==> src/rtl/pipe_pkg.sv <==
// Shared types for the elastic pipeline stage: memory-stage control bits
// and the payload-width helper used to size each slot register.
package pipe_pkg;

    typedef struct packed {
        logic mem_bypass;
        logic mem_we;
        logic mux;
    } ctrl_t;

    localparam int CTRL_W     = $bits(ctrl_t);
    localparam int DEF_DATA_W = 16;
    localparam int DEF_WA_W   = 5;

    // Slot payload at the core's native widths; wider builds define their
    // own payload struct locally from the module parameters.
    typedef struct packed {
        ctrl_t                 ctrl;
        logic [DEF_DATA_W-1:0] rd2;
        logic [DEF_WA_W-1:0]   wa;
    } slot_t;

    function automatic int payload_w(input int ctrl_w, input int data_w, input int wa_w);
        return ctrl_w + data_w + wa_w;
    endfunction

endpackage

==> src/rtl/pipe_slot.sv <==
// One entry of the elastic stage: a valid bit plus a payload register.
// Clear beats load; the payload is kept when the entry is cleared.
module pipe_slot
    import pipe_pkg::*;
#(
    parameter int W = payload_w(CTRL_W, DEF_DATA_W, DEF_WA_W)
) (
    input  logic         clk,
    input  logic         rst,
    input  logic         load,
    input  logic         clear,
    input  logic [W-1:0] d,
    output logic         valid,
    output logic [W-1:0] q
);

    // NOTE: state is updated with non-blocking assignments only, so every
    // flop samples pre-edge values regardless of process ordering.
    // NOTE: the payload is reset as well as the valid bit, so out_rd2 and
    // out_wa read zero after reset instead of X.
    always_ff @(posedge clk or negedge rst) begin
        if (!rst) begin
            valid <= 1'b0;
            q     <= '0;
        end else if (clear) begin
            valid <= 1'b0;
        end else if (load) begin
            valid <= 1'b1;
            q     <= d;
        end
    end

endmodule

==> src/rtl/pipe_stage_elastic.sv <==
// Elastic stage register with a two-entry skid buffer, synchronous flush
// and squashing of control bits whenever the stage holds no live beat.
module pipe_stage_elastic
    import pipe_pkg::*;
#(
    parameter int DATA_W = 16,
    parameter int WA_W   = 5,
    parameter int CTRL_W = pipe_pkg::CTRL_W
) (
    input  logic              clk,
    input  logic              rst,
    input  logic              flush,
    input  logic              in_valid,
    output logic              in_ready,
    input  logic [CTRL_W-1:0] in_ctrl,
    input  logic [DATA_W-1:0] in_rd2,
    input  logic [WA_W-1:0]   in_wa,
    output logic              out_valid,
    input  logic              out_ready,
    output logic [CTRL_W-1:0] out_ctrl,
    output logic [DATA_W-1:0] out_rd2,
    output logic [WA_W-1:0]   out_wa,
    output logic [1:0]        occupancy
);

    typedef struct packed {
        logic [CTRL_W-1:0] ctrl;
        logic [DATA_W-1:0] rd2;
        logic [WA_W-1:0]   wa;
    } payload_t;

    localparam int PAYLOAD_W = payload_w(CTRL_W, DATA_W, WA_W);

    payload_t in_beat, main_d, main_q, skid_q;
    logic     main_valid, skid_valid;
    logic     main_load, main_clear, skid_load, skid_clear;
    logic     accept, pop;

    assign in_beat = '{ctrl: in_ctrl, rd2: in_rd2, wa: in_wa};

    // in_ready comes straight from the skid flop, so upstream never sees a
    // combinational path from out_ready.
    assign in_ready = ~skid_valid;
    assign accept   = in_valid & ~skid_valid;
    assign pop      = main_valid & out_ready;

    // NOTE: every output of this block gets a default first, so no path can
    // leave a signal unassigned and infer a latch.
    always_comb begin
        main_load  = 1'b0;
        main_clear = 1'b0;
        skid_load  = 1'b0;
        skid_clear = 1'b0;
        main_d     = in_beat;
        if (flush) begin
            main_clear = 1'b1;
            skid_clear = 1'b1;
        end else if (pop && skid_valid) begin
            main_load  = 1'b1;
            main_d     = skid_q;
            skid_clear = 1'b1;
        end else if (accept && (!main_valid || pop)) begin
            main_load = 1'b1;
        end else if (accept) begin
            skid_load = 1'b1;
        end else if (pop) begin
            main_clear = 1'b1;
        end
    end

    pipe_slot #(.W(PAYLOAD_W)) u_main (
        .clk   (clk),
        .rst   (rst),
        .load  (main_load),
        .clear (main_clear),
        .d     (main_d),
        .valid (main_valid),
        .q     (main_q)
    );

    pipe_slot #(.W(PAYLOAD_W)) u_skid (
        .clk   (clk),
        .rst   (rst),
        .load  (skid_load),
        .clear (skid_clear),
        .d     (in_beat),
        .valid (skid_valid),
        .q     (skid_q)
    );

    assign out_valid = main_valid;
    assign out_ctrl  = main_valid ? main_q.ctrl : '0;
    assign out_rd2   = main_q.rd2;
    assign out_wa    = main_q.wa;
    assign occupancy = {1'b0, main_valid} + {1'b0, skid_valid};

endmodule

==> config.mk <==
export PLATFORM = sky130hd
export DESIGN_NAME = pipe_stage_elastic
export DESIGN_NICKNAME = d
export VERILOG_FILES = /design/src/rtl/pipe_pkg.sv /design/src/rtl/pipe_slot.sv /design/src/rtl/pipe_stage_elastic.sv
export SDC_FILE = /design/constraint.sdc
export NUM_CORES = 1
export LEC_CHECK = 0
export CAP_MARGIN = 20
export CORE_UTILIZATION = 53
export CTS_CLUSTER_DIAMETER = 100
export DETAILED_ROUTE_END_ITERATION = 12
export GPL_TIMING_DRIVEN = 0
export PLACE_DENSITY = 0.93
export SYNTH_ARGS = -nofsm -noshare
export SYNTH_HDL_FRONTEND = slang
export SYNTH_SLANG_ARGS = --single-unit
==> constraint.sdc <==
create_clock -name clk -period 4 [get_ports clk]
set_input_delay 0.4 -clock clk [delete_from_list [all_inputs] [get_ports clk]]
set_output_delay 0.4 -clock clk [all_outputs]
set_load 0.01 [all_outputs]
After elaboration in Yosys (flattened, before gate mapping):

Cells that the tools add are included.

* bits in registers: 50
* bits of input ports: 29
* output and inout port bits: 28
* word-level logic and storage cells: 39

* add/sub/neg operators: 1
* mux-type cells: 21
* bitwise gates (word level): 5
* reduce and logical (&&, ||, !) cells: 8

Operator list (count)
* $mux W24: 2
* $mux W1: 18
* $reduce_and A2 Y1: 2
* $reduce_bool A2 Y1: 2
* $mux W3: 1
* $not A1 Y1: 3
* $add A1 B1 Y2: 1
* $and A1 B1 Y1: 2
* $logic_and A1 B1 Y1: 2
* $logic_not A1 Y1: 1
* $logic_or A1 B1 Y1: 1

Logic depth before layout (Yosys ltp):

Gate-level depths: netlist of the first run.

* word-level depth: 8
* mapped depth: 5
* mapped depth without buffers: 3

Modules after synthesis:

Synthesis of the first run repeated with hierarchy kept, for this count alone.

* cells, all modules: 150
* area, all modules: 2566.2 um2

Modules (own cells, without submodules)
* pipe_slot: instances 2, cells each 55, area an instance 1043.5 um2
* pipe_stage_elastic: instances 1, cells each 40, area an instance 479.2 um2

Worst setup path after synthesis of the first run:

No wires, ideal clock.

* path type: register to register
* start: register u_main.valid
* end: register u_main.q[0]
* arrival: 1.681 ns
* data required time: 3.875 ns
* slack: 2.195 ns
* cell stages (with the launch flop): 6
* period minus slack after synthesis: 1.805 ns
* path through: dfrtp_1 buf_6 or2_4 a211oi_4 buf_6 mux2_2

* longest elaborated chain between the ends: 8
* elaborated cells between the ends (all ways): 17
* those cells by class: mux: 10; bitwise: 2; reduce/logical: 5

RTL lines
* start, declared: line pipe_slot.sv:13 `output logic valid,`
* start signal, assigned: line pipe_slot.sv:23 `valid <= 1'b0;`
* start signal, assigned: line pipe_slot.sv:26 `valid <= 1'b0;`
* start signal, assigned: line pipe_slot.sv:28 `valid <= 1'b1;`
* $and A1 B1 Y1 / $logic_not A1 Y1 (equally long branches): line pipe_stage_elastic.sv:45, pipe_stage_elastic.sv:62
* $mux W1 / $logic_or A1 B1 Y1 (equally long branches): line pipe_stage_elastic.sv:66, pipe_stage_elastic.sv:62
* $mux W1 / $logic_and A1 B1 Y1 (equally long branches): line pipe_stage_elastic.sv:64, pipe_stage_elastic.sv:62
* $mux W1: line pipe_stage_elastic.sv:62 `end else if (accept && (!main_valid || pop)) begin`
* $mux W1: line pipe_stage_elastic.sv:58 `end else if (pop && skid_valid) begin`
* $mux W1: line pipe_stage_elastic.sv:55 `if (flush) begin`
* $not A1 Y1 (no source line)
* $reduce_and A2 Y1 (no source line)
* end signal, assigned: line pipe_slot.sv:24 `q <= '0;`
* end signal, assigned: line pipe_slot.sv:29 `q <= d;`
* end, declared: line pipe_slot.sv:14 `output logic [W-1:0] q`

Several ways; a longest one is shown, not always the timed one.
A chain may end at the register's enable or synchronous reset.

Worst setup path after layout of the first run:

* start: input port flush
* end: register u_skid.q[7]

* longest elaborated chain between the ends: 3
* elaborated cells between the ends (all ways): 4
* those cells by class: mux: 2; bitwise: 1; reduce/logical: 1

RTL lines
* start, declared: line pipe_stage_elastic.sv:12 `input logic flush,`
* $mux W1: line pipe_stage_elastic.sv:55
* $not A1 Y1 (no source line)
* $reduce_and A2 Y1 (no source line) *
* end signal, assigned: line pipe_slot.sv:24
* end signal, assigned: line pipe_slot.sv:29
* end, declared: line pipe_slot.sv:14

Mark *: on every way between the ends. The rest lies on a longest branch, timed or not.

==> results of run 1 <==
==> worst max path at each step <==
stage	startpoint	to	slack, ns
after floorplan	u_main.valid	u_main.q[0]	2.19
after global placement	rst	u_main.q[10]	1.10
after detailed placement	flush	u_skid.q[7]	1.52
after CTS	flush	u_skid.q[7]	1.82
after global routing	flush	u_skid.q[9]	1.81
final	flush	u_skid.q[7]	1.84
==> per-layer routing <==
metal,global-route usage (%),vias up,part of all wire (%)
met5,0,-,0
met4,7.48,0,1.8
met3,3.20,7,2.7
met2,31.2,27,52
met1,23.6,720,43
li1,-,690,-
==> cells in the final DEF (no fill, tap or decap), drive strengths merged, types with 2 or more instances in the layout <==
cell type,synthesis,layout
mux2,72,72
clkdlybuf4s50,0,55
dfrtp,50,50
buf,28,30
clkbuf,0,6
and2,3,3
nand2,3,3
inv,2,2
==> logic make-up after synthesis <==
| group | Yosys count | share of synthesized area (%) |
|---|---|---|
| and+or+nand+nor | 10 | 2.90 |
| buffers and inverters | 30 | 9.49 |
| muxes | 72 | 33.6 |
| AOI/OAI and AO/OA | 4 | 1.61 |
| DFF | 50 | 51.9 |
| adders and majority gates | 1 | 0.519 |
==> final cells by class <==
class	count	share of cell area, %
multi-input combinational	87	29.4
buffer	28	6.97
tap	52	2.05
sequential	50	39.4
clock inverter	1	0.946
clock buffer	6	2.60
timing repair buffer	58	18.4
inverter	2	0.236
==> critical path, cell delays in order <==
cell and delay (ns):
clkdlybuf4s50_1 0.54, nor4_2 0.72, buf_4 0.32, mux2_2 0.36
==> per-stage QoR <==
step | setup slack, ns | hold WS [ns]
finish | 1.84 | 0.493
floorplan | 2.19 | 0.104
global route | 1.81 | 0.502
global placement | 1.10 | 0.484
detailed placement | 1.52 | 0.280
CTS | 1.82 | 0.495
==> flip-flops by register name, indices dropped and copies added, names as in the netlist <==
name / flops
u_main.q: 24
u_skid.q: 24
u_main.valid: 1
u_skid.valid: 1
==> power by group through the flow <==
stage | Combinational, mW | Clock (mW) | Sequential [mW]
3_5_place_dp | 0.427 | 0 | 0.704
3_3_place_gp | 0.414 | 0 | 0.696
2_1_floorplan | 0.253 | 0 | 0.685
6_report | 0.422 | 0.349 | 0.693
4_1_cts | 0.430 | 0.359 | 0.694
5_1_grt | 0.452 | 0.378 | 0.711
==> timing repair <==
action,4_1_cts,5_1_grt
gates resized for setup,0,0
hold buffers,1,0
endpoints found under the hold margin,9,0
==> synthesized netlist by cell type (2+ instances only) <==
cell / number
buf_4: 25
dfrtp_1: 50
buf_6: 3
inv_1: 2
nand2_1: 3
and2_1: 3
mux2_2: 72
==> results.json, run 1 <==
{
  "num_rows": 24,
  "synth-edff-count": 0,
  "post_cts_buffers": 0,
  "holdCritPathClass": "input port to async pin",
  "finalCriticalPeriod_ns": 2.16,
  "syn_inst": 167,
  "final_util_pct": 72.9,
  "synthFlopType": "dfrtp_1",
  "ir_worst_vdd_v": 0.000318,
  "rsz0062_at_grt": "no",
  "clk_pin_slew_ns": 0.08,
  "tightest_slew_ns": 0.716,
  "coreArea_mm2": 0.00435,
  "synth_top_area_share_pct": 51.9,
  "multiInputGateArea_um2": 932,
  "die_y_um": 69.5,
  "drt-total-wl_um": 4120,
  "drc": 0,
  "drt_pass1_iterations": 2,
  "worstRegToRegCells": 5,
  "io_buffers": 56,
  "p_sw_uw": 339,
  "fill_cells": 301,
  "clock_path_buffers": 2,
  "place_inst": 276,
  "clkPwrFrac_pct": 23.8,
  "vias_per_cell": 5.08,
  "finalNetCount": 262,
  "first_global_vias": 1517,
  "grt_usage_pct": 18.5,
  "final-hold-violation-count": 0,
  "setup_tns_ns": 0,
  "start_kind": "input port",
  "die_area_mm2": 0.00483,
  "power_mw": 1.46,
  "io_pins": 57,
  "num_antenna_cells": 0,
  "seqCellArea_mm2": 0.00125,
  "syn_nets": 197,
  "powerDensity_mw_per_mm2": 461,
  "synth.distinct_cells": 16,
  "grt_max_degree": 42,
  "min_period_over_period_pct": 54.0,
  "fp.dieW_um": 69.5,
  "crit_required_ns": 4.18,
  "r2r_slack_ns": 2.03,
  "async_flop_share_pct": 100,
  "cts_htree_levels": 2,
  "cts_tree": "built",
  "finalClockSkew_ns": 0.00281,
  "ys_seq_area_share_pct": 51.9,
  "clock-root-buffer": "clkbuf_8",
  "antenna_found_initial": 0,
  "synth_top_cell_by_area": "dfrtp_1",
  "syn_to_final_growth_pct": 31.6,
  "pwr-share-seq_pct": 47.3,
  "sw_frac_of_total_pct": 23.2,
  "grt-ovfl-total": 0,
  "gp_congestion": 0.791,
  "syn-cell-area_mm2": 0.00241,
  "status": "finished clean",
  "start_util_pct": 55.4,
  "p_int_mw": 1.13,
  "vias": 1444,
  "cts_sinks": 50,
  "fin_area_mm2": 0.00318,
  "grt_pass1_wl_um": 6990,
  "hpwl_um": 3080,
  "cp_max_fo": 10,
  "ant_nets": 0,
  "slew_violations": 0,
  "drive_gt1_share_pct": 48.7,
  "setup_violations": 0,
  "drt_iter0_drc": 35,
  "cap_violations": 0,
  "worst_r2r_endpoint": "u_skid.q[7]",
  "wl_per_cell_um": 14.5,
  "crit_path_end_kind": "flop",
  "clkLatencyLatePin_ns": 0.29,
  "slew_headroom_pct": 51.9,
  "yosysWarnings": 0,
  "stdcell_count": 284,
  "syn_area_per_cell_um2": 14.4,
  "r2r-start": "u_main.valid",
  "p_leak_nw": 1.37,
  "combPwrFrac_pct": 28.8,
  "crit_type": "input port to flop",
  "cts_buffers": 5,
  "synth_area_leaders": "dfrtp_1 52%, mux2_2 34%, buf_4 7.8%",
  "place_area_mm2": 0.00305,
  "synth_seq_cells": 50,
  "arrival_ns": 2.34,
  "fmax_mhz": 463
}
Power figures use the tool's default switching activity.
==> run 2: changes to the inputs <==
--- a/config.mk
+++ b/config.mk
@@ -6,11 +6,11 @@
 export NUM_CORES = 1
 export LEC_CHECK = 0
 export CAP_MARGIN = 20
-export CORE_UTILIZATION = 53
+export CORE_UTILIZATION = 49
 export CTS_CLUSTER_DIAMETER = 100
 export DETAILED_ROUTE_END_ITERATION = 12
 export GPL_TIMING_DRIVEN = 0
-export PLACE_DENSITY = 0.93
+export PLACE_DENSITY = 0.88
 export SYNTH_ARGS = -nofsm -noshare
 export SYNTH_HDL_FRONTEND = slang
 export SYNTH_SLANG_ARGS = --single-unit
==> constraint.sdc (replaced) <==
create_clock -name clk -period 2 [get_ports clk]
set_input_delay 0.2 -clock clk [delete_from_list [all_inputs] [get_ports clk]]
set_output_delay 0.2 -clock clk [all_outputs]
set_load 0.01 [all_outputs]
==> results.json, run 2 (synthesized netlist as in run 1, its figures left out) <==
{
  "status": "finished clean",
  "fill_cells": 354,
  "crit_path_end_kind": "flop",
  "final-hold-violation-count": 0,
  "coreArea_mm2": 0.00472,
  "r2r-start": "u_main.valid",
  "hpwl_um": 3120,
  "vias": 1446,
  "clock-root-buffer": "clkbuf_8",
  "start_kind": "flop",
  "finalCriticalPeriod_ns": 1.92,
  "io_buffers": 56,
  "final_cell_mix": "72 x mux2_2, 55 x clkdlybuf4s50_1, 50 x dfrtp_1",
  "p_sw_uw": 682,
  "first_global_vias": 1468,
  "min_period_over_period_pct": 96.0,
  "drive_gt1_share_pct": 47.8,
  "clkLatencyLatePin_ns": 0.29,
  "top_regs": "u_main.q: 24 flops, u_skid.q: 24 flops",
  "num_rows": 25,
  "crit_required_ns": 2.18,
  "holdCritPathClass": "input port to async pin",
  "fin_hold_ws_ns": 0.415,
  "fin_area_mm2": 0.00317,
  "clock_path_buffers": 2,
  "place_area_mm2": 0.00307,
  "combPwrFrac_pct": 30.6,
  "cts_htree_levels": 2,
  "fp.dieW_um": 72.2,
  "pwr-share-seq_pct": 50.1,
  "arrival_ns": 2.10,
  "cp_max_fo": 10,
  "io_pins": 57,
  "wl_per_cell_um": 14.2,
  "seqCellArea_mm2": 0.00125,
  "drt_pass1_iterations": 6,
  "drt-total-wl_um": 4250,
  "cts_buffers": 5,
  "finalNetCount": 262,
  "rsz0062_at_grt": "no",
  "post_cts_buffers": 0,
  "grt_usage_pct": 18.2,
  "syn_to_final_growth_pct": 31.3,
  "cap_violations": 0,
  "p_leak_nw": 1.36,
  "worstRegToRegCells": 5,
  "worst_r2r_endpoint": "u_main.q[21]",
  "cts_sinks": 50,
  "slew_headroom_pct": 63.8,
  "grt_pass1_wl_um": 7000,
  "r2r_slack_ns": 0.08,
  "start_util_pct": 51.1,
  "drc": 0,
  "tightest_slew_ns": 0.543,
  "clk_pin_slew_ns": 0.08,
  "setup_violations": 0,
  "grt-ovfl-total": 0,
  "vias_per_cell": 4.84,
  "setup_tns_ns": 0,
  "grt_max_degree": 28,
  "die_area_mm2": 0.00521,
  "ir_worst_vdd_v": 0.000653,
  "gp_congestion": 0.722,
  "cts_tree": "built",
  "multiInputGateArea_um2": 941,
  "antenna_found_initial": 0,
  "fmax_mhz": 521,
  "sw_frac_of_total_pct": 24.6,
  "final_common_cell": "mux2_2",
  "finalClockSkew_ns": 0.00441,
  "clkPwrFrac_pct": 19.3,
  "die_y_um": 72.2,
  "crit_type": "flop to flop",
  "powerDensity_mw_per_mm2": 876,
  "ant_nets": 0,
  "drt_iter0_drc": 73,
  "p_int_mw": 2.09,
  "num_antenna_cells": 0,
  "slew_violations": 0,
  "power_mw": 2.77
}
run 2: changes by cell type in the layout (fill, tap and decap cells not counted), sizes merged:
cell | before | now
bufinv | 1 | 0
clkbuf | 6 | 7
run 2: routing by layer:
metal  share of wire [%]  routed length [um]  vias to the layer above  GRT usage, %
met4                 1.8                  75                        0          6.75
met5                   0                   0                        -             0
met1                  44                1880                      718          23.6
met2                  50                2140                       32          29.8
li1                    -                   -                      689             -
met3                 3.7                 159                        7          4.58
run 2: metrics by stage:
step	utilization [%]	setup slack, ns	cells
6_report	67.0	0.0809	299
5_1_grt	67.0	0.0151	299
4_1_cts	66.9	0.0384	299
3_5_place_dp	65.0	-0.228	291
3_3_place_gp	64.7	-0.718	290
2_1_floorplan	-	0.195	167
run 2: how the worst max path moves through the flow:
stage,start,end,cells after the start
after detailed placement,flush,u_skid.q[5],4
after global placement,rst,u_main.q[20],1
final,u_main.valid,u_main.q[21],5
after global routing,u_main.valid,u_main.q[0],5
after CTS,u_main.valid,u_main.q[11],5
after floorplan,u_main.valid,u_main.q[0],5
run 2: cell type report:
class / count / share of cell area, %
plain buffers: 28 / 6.99
clock buffers: 7 / 2.41
inverters: 2 / 0.237
multi-input cells: 87 / 29.7
flip-flops and latches: 50 / 39.5
well taps: 67 / 2.65
repair buffers: 58 / 18.5
run 2: power by group through the flow:
stage / Combinational (mW) / Sequential (mW) / Clock [mW]
after global routing: 0.911 / 1.43 / 0.600
after detailed placement: 0.856 / 1.41 / 0
after global placement: 0.830 / 1.39 / 0
after CTS: 0.862 / 1.39 / 0.554
after floorplan: 0.507 / 1.37 / 0
final: 0.849 / 1.39 / 0.534
run 2: worst max-delay path: stages, from the launching register on:
cell and delay, ns:
dfrtp_1 0.42, buf_6 0.15, or2_4 0.25, a211oi_4 0.41, buf_6 0.22, mux2_2 0.35
run 2: repair_timing:
item	4_1_cts	5_1_grt
hold endpoints to repair	23	0
endpoints found under the setup margin	0	22
resized for setup	0	1
hold buffers	1	0
==> run 3: changes to the inputs <==
--- a/config.mk
+++ b/config.mk
@@ -5,7 +5,6 @@
 export SDC_FILE = /design/constraint.sdc
 export NUM_CORES = 1
 export LEC_CHECK = 0
-export CAP_MARGIN = 20
 export CORE_UTILIZATION = 49
 export CTS_CLUSTER_DIAMETER = 100
 export DETAILED_ROUTE_END_ITERATION = 12
==> results of run 3 <==
Same layout as run 2: the final DEF is identical, and so are final timing and power.
